[config.mk]
export PLATFORM = sky130hd
export DESIGN_NAME = mvm_sequencer
export DESIGN_NICKNAME = d
export VERILOG_FILES = /design/src/rtl/mvm_sequencer.sv
export SDC_FILE = /design/constraint.sdc
export NUM_CORES = 1
export LEC_CHECK = 0
export CORE_ASPECT_RATIO = 1.4
export CORE_MARGIN = 8
export CORE_UTILIZATION = 35
export CTS_CLUSTER_DIAMETER = 100
export DETAILED_ROUTE_END_ITERATION = 7
export GPL_ROUTABILITY_DRIVEN = 0
export PLACE_DENSITY_LB_ADDON = 0.2
export SLEW_MARGIN = 20
export SYNTH_ARGS = -nofsm -noshare
export SYNTH_HDL_FRONTEND = slang
export SYNTH_SLANG_ARGS = --single-unit
[constraint.sdc]
create_clock -name clk -period 4 [get_ports clk]
set_input_delay 0.8 -clock clk [delete_from_list [all_inputs] [get_ports clk]]
set_output_delay 0.8 -clock clk [all_outputs]
set_load 0.02 [all_outputs]
[src/rtl/mvm_sequencer.sv]
// mvm_sequencer
// Sequences one sparse matrix-vector job: buffers host entries in a small
// FIFO, issues them to the MVM datapath at most once every two cycles,
// signals the end of the entry list, collects OUT_LEN result words (with a
// watchdog) and streams them back to the host over a valid/ready port.
//
// Ports
//   clk, rst_n                 clock, asynchronous active-low reset
//   in_valid/in_ready          host entry handshake
//   in_value/in_row/in_col     entry value and coordinates
//   in_last                    final entry of the job
//   acc_value/acc_row/acc_col  registered entry towards the datapath
//   acc_sending                one-cycle strobe, acc_* valid
//   acc_done_list              one-cycle strobe, entry list complete
//   acc_fetch_ready            datapath can take an entry
//   acc_sending_out/acc_out    result word from the datapath
//   res_valid/res_ready        result stream handshake
//   res_data/res_idx           result word and its index
//   busy                       job in progress
//   err                        sticky result-timeout flag
//
// state     | meaning
// ----------+---------------------------------------------------------
// IDLE      | no job; entries accepted, first one starts a job
// ISSUE     | entries accepted and issued to the datapath
// LIST_DONE | all entries issued; pulse acc_done_list
// WAIT_OUT  | collecting result words, watchdog running
// STREAM    | presenting result words to the host
//
// res_idx is two bits wide, so OUT_LEN may be at most 4.
module mvm_sequencer #(
   parameter int         FIFO_DEPTH = 4,
   parameter logic [7:0] TIMEOUT    = 8'd255,
   parameter int         OUT_LEN    = 4
) (
   input  logic       clk,
   input  logic       rst_n,
   input  logic       in_valid,
   output logic       in_ready,
   input  logic [7:0] in_value,
   input  logic [1:0] in_row,
   input  logic [1:0] in_col,
   input  logic       in_last,
   output logic [7:0] acc_value,
   output logic [1:0] acc_row,
   output logic [1:0] acc_col,
   output logic       acc_sending,
   output logic       acc_done_list,
   input  logic       acc_fetch_ready,
   input  logic       acc_sending_out,
   input  logic [7:0] acc_out,
   output logic       res_valid,
   input  logic       res_ready,
   output logic [7:0] res_data,
   output logic [1:0] res_idx,
   output logic       busy,
   output logic       err
);

   localparam int PW = $clog2(FIFO_DEPTH);
   localparam int CW = PW + 1;

   typedef enum logic [2:0] {
      IDLE      = 3'd0,
      ISSUE     = 3'd1,
      LIST_DONE = 3'd2,
      WAIT_OUT  = 3'd3,
      STREAM    = 3'd4
   } state_t;

   state_t         state_q, state_d;
   logic [11:0]    mem_q [FIFO_DEPTH];
   logic [11:0]    mem_d [FIFO_DEPTH];
   logic [PW-1:0]  wr_ptr_q, wr_ptr_d;
   logic [PW-1:0]  rd_ptr_q, rd_ptr_d;
   logic [CW-1:0]  count_q, count_d;
   logic           last_q, last_d;
   logic           init_q, init_d;
   logic           err_q, err_d;
   logic [7:0]     acc_value_q, acc_value_d;
   logic [1:0]     acc_row_q, acc_row_d;
   logic [1:0]     acc_col_q, acc_col_d;
   logic           acc_sending_q, acc_sending_d;
   logic           acc_done_list_q, acc_done_list_d;
   logic [7:0]     tmo_q, tmo_d;
   logic [1:0]     widx_q, widx_d;
   logic [7:0]     rbuf_q [4];
   logic [7:0]     rbuf_d [4];
   logic           res_valid_q, res_valid_d;
   logic [7:0]     res_data_q, res_data_d;
   logic [1:0]     res_idx_q, res_idx_d;

   logic fifo_full;
   logic push;
   logic pop;

   assign fifo_full = (count_q == CW'(FIFO_DEPTH));

   // init_q keeps in_ready low while in reset and for the first cycle after.
   assign in_ready = init_q && !fifo_full && !last_q &&
                     ((state_q == IDLE) || (state_q == ISSUE));

   assign push = in_valid && in_ready;
   // acc_sending_q blocks back-to-back issues.
   assign pop  = (state_q == ISSUE) && (count_q != '0) &&
                 acc_fetch_ready && !acc_sending_q;

   always_comb begin
      state_d         = state_q;
      mem_d           = mem_q;
      wr_ptr_d        = wr_ptr_q;
      rd_ptr_d        = rd_ptr_q;
      count_d         = count_q;
      last_d          = last_q;
      init_d          = 1'b1;
      err_d           = err_q;
      acc_value_d     = acc_value_q;
      acc_row_d       = acc_row_q;
      acc_col_d       = acc_col_q;
      acc_sending_d   = 1'b0;
      acc_done_list_d = 1'b0;
      tmo_d           = tmo_q;
      widx_d          = widx_q;
      rbuf_d          = rbuf_q;
      res_valid_d     = res_valid_q;
      res_data_d      = res_data_q;
      res_idx_d       = res_idx_q;

      if (push) begin
         mem_d[wr_ptr_q] = {in_value, in_row, in_col};
         wr_ptr_d        = wr_ptr_q + PW'(1);
         if (in_last) begin
            last_d = 1'b1;
         end
      end

      if (pop) begin
         {acc_value_d, acc_row_d, acc_col_d} = mem_q[rd_ptr_q];
         rd_ptr_d      = rd_ptr_q + PW'(1);
         acc_sending_d = 1'b1;
      end

      if (push && !pop) begin
         count_d = count_q + CW'(1);
      end else if (pop && !push) begin
         count_d = count_q - CW'(1);
      end

      case (state_q)
         IDLE: begin
            if (push) begin
               state_d = ISSUE;
               err_d   = 1'b0;
            end
         end
         ISSUE: begin
            if (last_q && (count_q == '0) && !acc_sending_q) begin
               state_d         = LIST_DONE;
               acc_done_list_d = 1'b1;
            end
         end
         LIST_DONE: begin
            state_d = WAIT_OUT;
            tmo_d   = '0;
            widx_d  = '0;
         end
         WAIT_OUT: begin
            if (acc_sending_out) begin
               rbuf_d[widx_q] = acc_out;
               widx_d         = widx_q + 2'd1;
               tmo_d          = '0;
               if (widx_q == 2'(OUT_LEN - 1)) begin
                  state_d     = STREAM;
                  res_valid_d = 1'b1;
                  res_idx_d   = '0;
                  // With a single-word job the word is still in flight.
                  res_data_d  = (widx_q == 2'd0) ? acc_out : rbuf_q[0];
               end
            end else if ((tmo_q + 8'd1) == TIMEOUT) begin
               err_d    = 1'b1;
               wr_ptr_d = '0;
               rd_ptr_d = '0;
               count_d  = '0;
               last_d   = 1'b0;
               state_d  = IDLE;
            end else begin
               tmo_d = tmo_q + 8'd1;
            end
         end
         STREAM: begin
            if (res_ready) begin
               if (res_idx_q == 2'(OUT_LEN - 1)) begin
                  res_valid_d = 1'b0;
                  res_idx_d   = '0;
                  res_data_d  = '0;
                  last_d      = 1'b0;
                  state_d     = IDLE;
               end else begin
                  res_idx_d  = res_idx_q + 2'd1;
                  res_data_d = rbuf_q[res_idx_q + 2'd1];
               end
            end
         end
         default: begin
            state_d = IDLE;
         end
      endcase
   end

   always_ff @(posedge clk or negedge rst_n) begin
      if (!rst_n) begin
         state_q         <= IDLE;
         for (int i = 0; i < FIFO_DEPTH; i++) begin
            mem_q[i] <= '0;
         end
         wr_ptr_q        <= '0;
         rd_ptr_q        <= '0;
         count_q         <= '0;
         last_q          <= 1'b0;
         init_q          <= 1'b0;
         err_q           <= 1'b0;
         acc_value_q     <= '0;
         acc_row_q       <= '0;
         acc_col_q       <= '0;
         acc_sending_q   <= 1'b0;
         acc_done_list_q <= 1'b0;
         tmo_q           <= '0;
         widx_q          <= '0;
         for (int i = 0; i < 4; i++) begin
            rbuf_q[i] <= '0;
         end
         res_valid_q     <= 1'b0;
         res_data_q      <= '0;
         res_idx_q       <= '0;
      end else begin
         state_q         <= state_d;
         mem_q           <= mem_d;
         wr_ptr_q        <= wr_ptr_d;
         rd_ptr_q        <= rd_ptr_d;
         count_q         <= count_d;
         last_q          <= last_d;
         init_q          <= init_d;
         err_q           <= err_d;
         acc_value_q     <= acc_value_d;
         acc_row_q       <= acc_row_d;
         acc_col_q       <= acc_col_d;
         acc_sending_q   <= acc_sending_d;
         acc_done_list_q <= acc_done_list_d;
         tmo_q           <= tmo_d;
         widx_q          <= widx_d;
         rbuf_q          <= rbuf_d;
         res_valid_q     <= res_valid_d;
         res_data_q      <= res_data_d;
         res_idx_q       <= res_idx_d;
      end
   end

   assign acc_value     = acc_value_q;
   assign acc_row       = acc_row_q;
   assign acc_col       = acc_col_q;
   assign acc_sending   = acc_sending_q;
   assign acc_done_list = acc_done_list_q;
   assign res_valid     = res_valid_q;
   assign res_data      = res_data_q;
   assign res_idx       = res_idx_q;
   assign busy          = (state_q != IDLE);
   assign err           = err_q;

endmodule
==> run metrics <==
Final Hold Vio Count=0; Net count, final=549; Post-CTS Setup Inserts=0; max cap viols=0; CTS Sinks=128; R2R Setup Slk=1.57 ns; worst reg2reg path startpoint=state_q[1]; Worst setup SP type=flop; later-pin clock latency in the skew report=0.42 ns; root buffer cell=clkbuf_16; CP Capture Type=output port; fin crit period=3.015 ns; Placed Area=0.006775 mm2; end point of the critical path=in_ready; CTS tree=yes; status=completed; layout cells sized above 1=0.3058; crit path kind=reg2out; Synth-to-Final Area Change=22.02%; critical path's largest stage delay=0.63 ns; sequence of cells on the critical path=or4b_4, a21oi_1, clkdlybuf4s50_1; Die Ht=171.4 um; Final Cell Area=0.007371 mm2; RSZ-0062 raised after global routing=no; dpl cells=695; CP top delay family=buffers and inverters; required time of the worst setup path=3.20 ns; Starting DRT DRC Count=151; leakage power total=3.295 nW; Setup-failing EPs final=0; Post-synth ARST share=1.000; drt pass-1 iters=4; Worst EP arrival=2.22 ns; final hold slack=0.4386 ns; Buffers & Inverters on Critical Path=1; FF+latch count, synth=128; Max Clk Rate=331.7 MHz; # diodes=0; non-filler cells, final=726; number of cells on the critical path=3; # H-tree levels=4; Initial Util=0.3529; routed wire length=12,930 um; Final HPWL DP=8900 um; top_reg_cell synth=dfrtp_1; Syn Nets=490; ranking of synthesized cells by area=dfrtp_1, mux2_2, mux4_2; number of placed I/O pins=55; Slew Viols, Final=0; grt ovf=0; Vias=3,797; Via density=5.230; chip width=127.0 um; worst-case clock skew=0.01094 ns; Critical Path Fanout Max=8; Hold Path Class=in2async; hold_buf cts=0; ratio of final minimum period to clock period=0.7538; PD cells=746.0 mW/mm2; overall routing resource usage=0.1289; Reg-to-Reg End=mem_q[13]; vias in the first global route=4,152; sequential cell area fraction in the yosys report=0.5302; sequential cell area=0.003203 mm2; Syn. warnings=0; Yosys cell types=59; WL per Instance=17.81 um; cell taking the most area after synthesis=dfrtp_1; largest net degree at the start of global routing=54; reg2reg path depth=5; Post-synth EDFFs=0; slowest CP cell=clkdlybuf4s50_1; Layout fillers=1,599; mean post-synth cell area=13.45 um2; Slew @ Worst Pin=0.9377 ns; placeable core area=0.01712 mm2; DRC viols=0; slew margin rel.=0.3748; VDD IR max=0.3089 mV; initial antenna violation count=0; first-pass GRT wire length=21,820 um; Max Buffers Root-to-Sink=2; port bufs=54; Num CTS Buffers=17; post_cts resized=0; Multi-input gate area=0.002640 mm2; Mapped Area=0.006041 mm2; Critical Path Start=state_q[1]; area share of the largest cell type after synthesis=0.5302; Clock Pin Slew Worst Setup and Hold Paths=0.06 ns; final setup TNS=0 ns; Gate Count Post-Synth=449; Post-DRT Antenna Nets=0; DIE AREA=0.02178 mm2; Pwr Total=5.499 mW; site row count=57
==> final cells by class <==
class,count,area share
inverter,21,0.01137
timing repair buffer,61,0.08012
clock inverter,10,0.01833
multi-input combinational,279,0.3582
clock buffer,21,0.06247
sequential,128,0.4346
tap,206,0.03497
==> per-layer routing <==
| metal | routed length [um] | vias up | share of wire | global-route usage |
|---|---|---|---|---|
| met4 | 245 | 0 | 0.019 | 0.05605 |
| met5 | 0 | - | 0 | 0 |
| li1 | - | 1740 | - | - |
| met2 | 6808 | 65 | 0.53 | 0.2263 |
| met3 | 382 | 15 | 0.030 | 0.02948 |
| met1 | 5491 | 1977 | 0.42 | 0.1475 |
==> how the worst min path moves through the flow <==
stage                              to  slack, ns  cells after the start
final                     res_data[1]       0.44                      1
after global routing      res_data[1]       0.49                      1
after CTS                 res_data[1]       0.45                      1
after detailed placement  res_data[7]       0.47                      2
after global placement    res_data[1]       0.47                      2
after floorplan             mem_q[12]       0.47                      1
==> Yosys cell counts (2+ instances only) <==
cell,n
ha_1,14
and2b_1,2
xnor2_1,5
o21ai_0,12
mux2_2,92
a21boi_1,2
a21oi_1,7
nor2_1,12
nand3_1,3
o22ai_1,4
o21a_1,2
dfrtp_1,128
nor2b_1,3
nand2_1,37
nor3b_2,2
buf_2,6
or3b_1,2
nor3_1,5
o221ai_1,9
mux2i_1,12
mux4_2,20
clkbuf_1,8
nand2b_1,2
inv_1,20
o211ai_1,3
nand4b_1,2
buf_4,2
buf_1,2
==> sequential cells by signal, indices dropped and copies added (netlist names), 2 cells and up <==
signal,cells
tmo_q,8
res_idx,2
count_q,3
rbuf_q,32
acc_col,2
rd_ptr_q,2
widx_q,2
state_q,3
mem_q,48
wr_ptr_q,2
acc_row,2
acc_value,8
res_data,8
==> kinds of logic (layout without fill, tap and decap cells) <==
logic type,count (synthesis),count (layout),synth area share
DFF,128,128,0.5302
muxes,124,124,0.2659
and+or+nand+nor,84,84,0.07477
adders and majority gates,14,14,0.02900
buffers and inverters,42,113,0.03272
other,1,1,0.0006208
AOI/OAI and AO/OA,50,50,0.05800
xor gates and xnor gates,6,6,0.008699
==> power breakdown <==
group	total, mW	switching, mW	internal (mW)
clock network	1.56	0.551	1.01
logic	1.70	0.718	0.987
registers	2.24	0.407	1.83
total	5.50	1.68	3.82
==> placed cells by master, fill, tap and decap left out, types with 4 or more instances in the layout <==
cell type / netlist / routed
a21oi_1: 7 / 7
buf_4: 2 / 8
clkbuf_16: 0 / 17
clkdlybuf4s50_1: 0 / 53
clkinv_2: 0 / 4
dfrtp_1: 128 / 128
ha_1: 14 / 14
inv_1: 20 / 20
mux2_2: 92 / 92
mux2i_1: 12 / 12
mux4_2: 20 / 20
nand2_1: 37 / 37
nor2_1: 12 / 12
nor3_1: 5 / 5
o21ai_0: 12 / 12
o221ai_1: 9 / 9
o22ai_1: 4 / 4
xnor2_1: 5 / 5
==> metrics by stage <==
step	worst slack, ns	util
floorplan	1.881	-
global placement	1.189	0.3958
detailed placement	1.171	0.3958
CTS	0.9353	0.4306
global route	0.9016	0.4306
finish	0.9848	0.4306
Note: power is estimated with default switching activity, not from simulation.
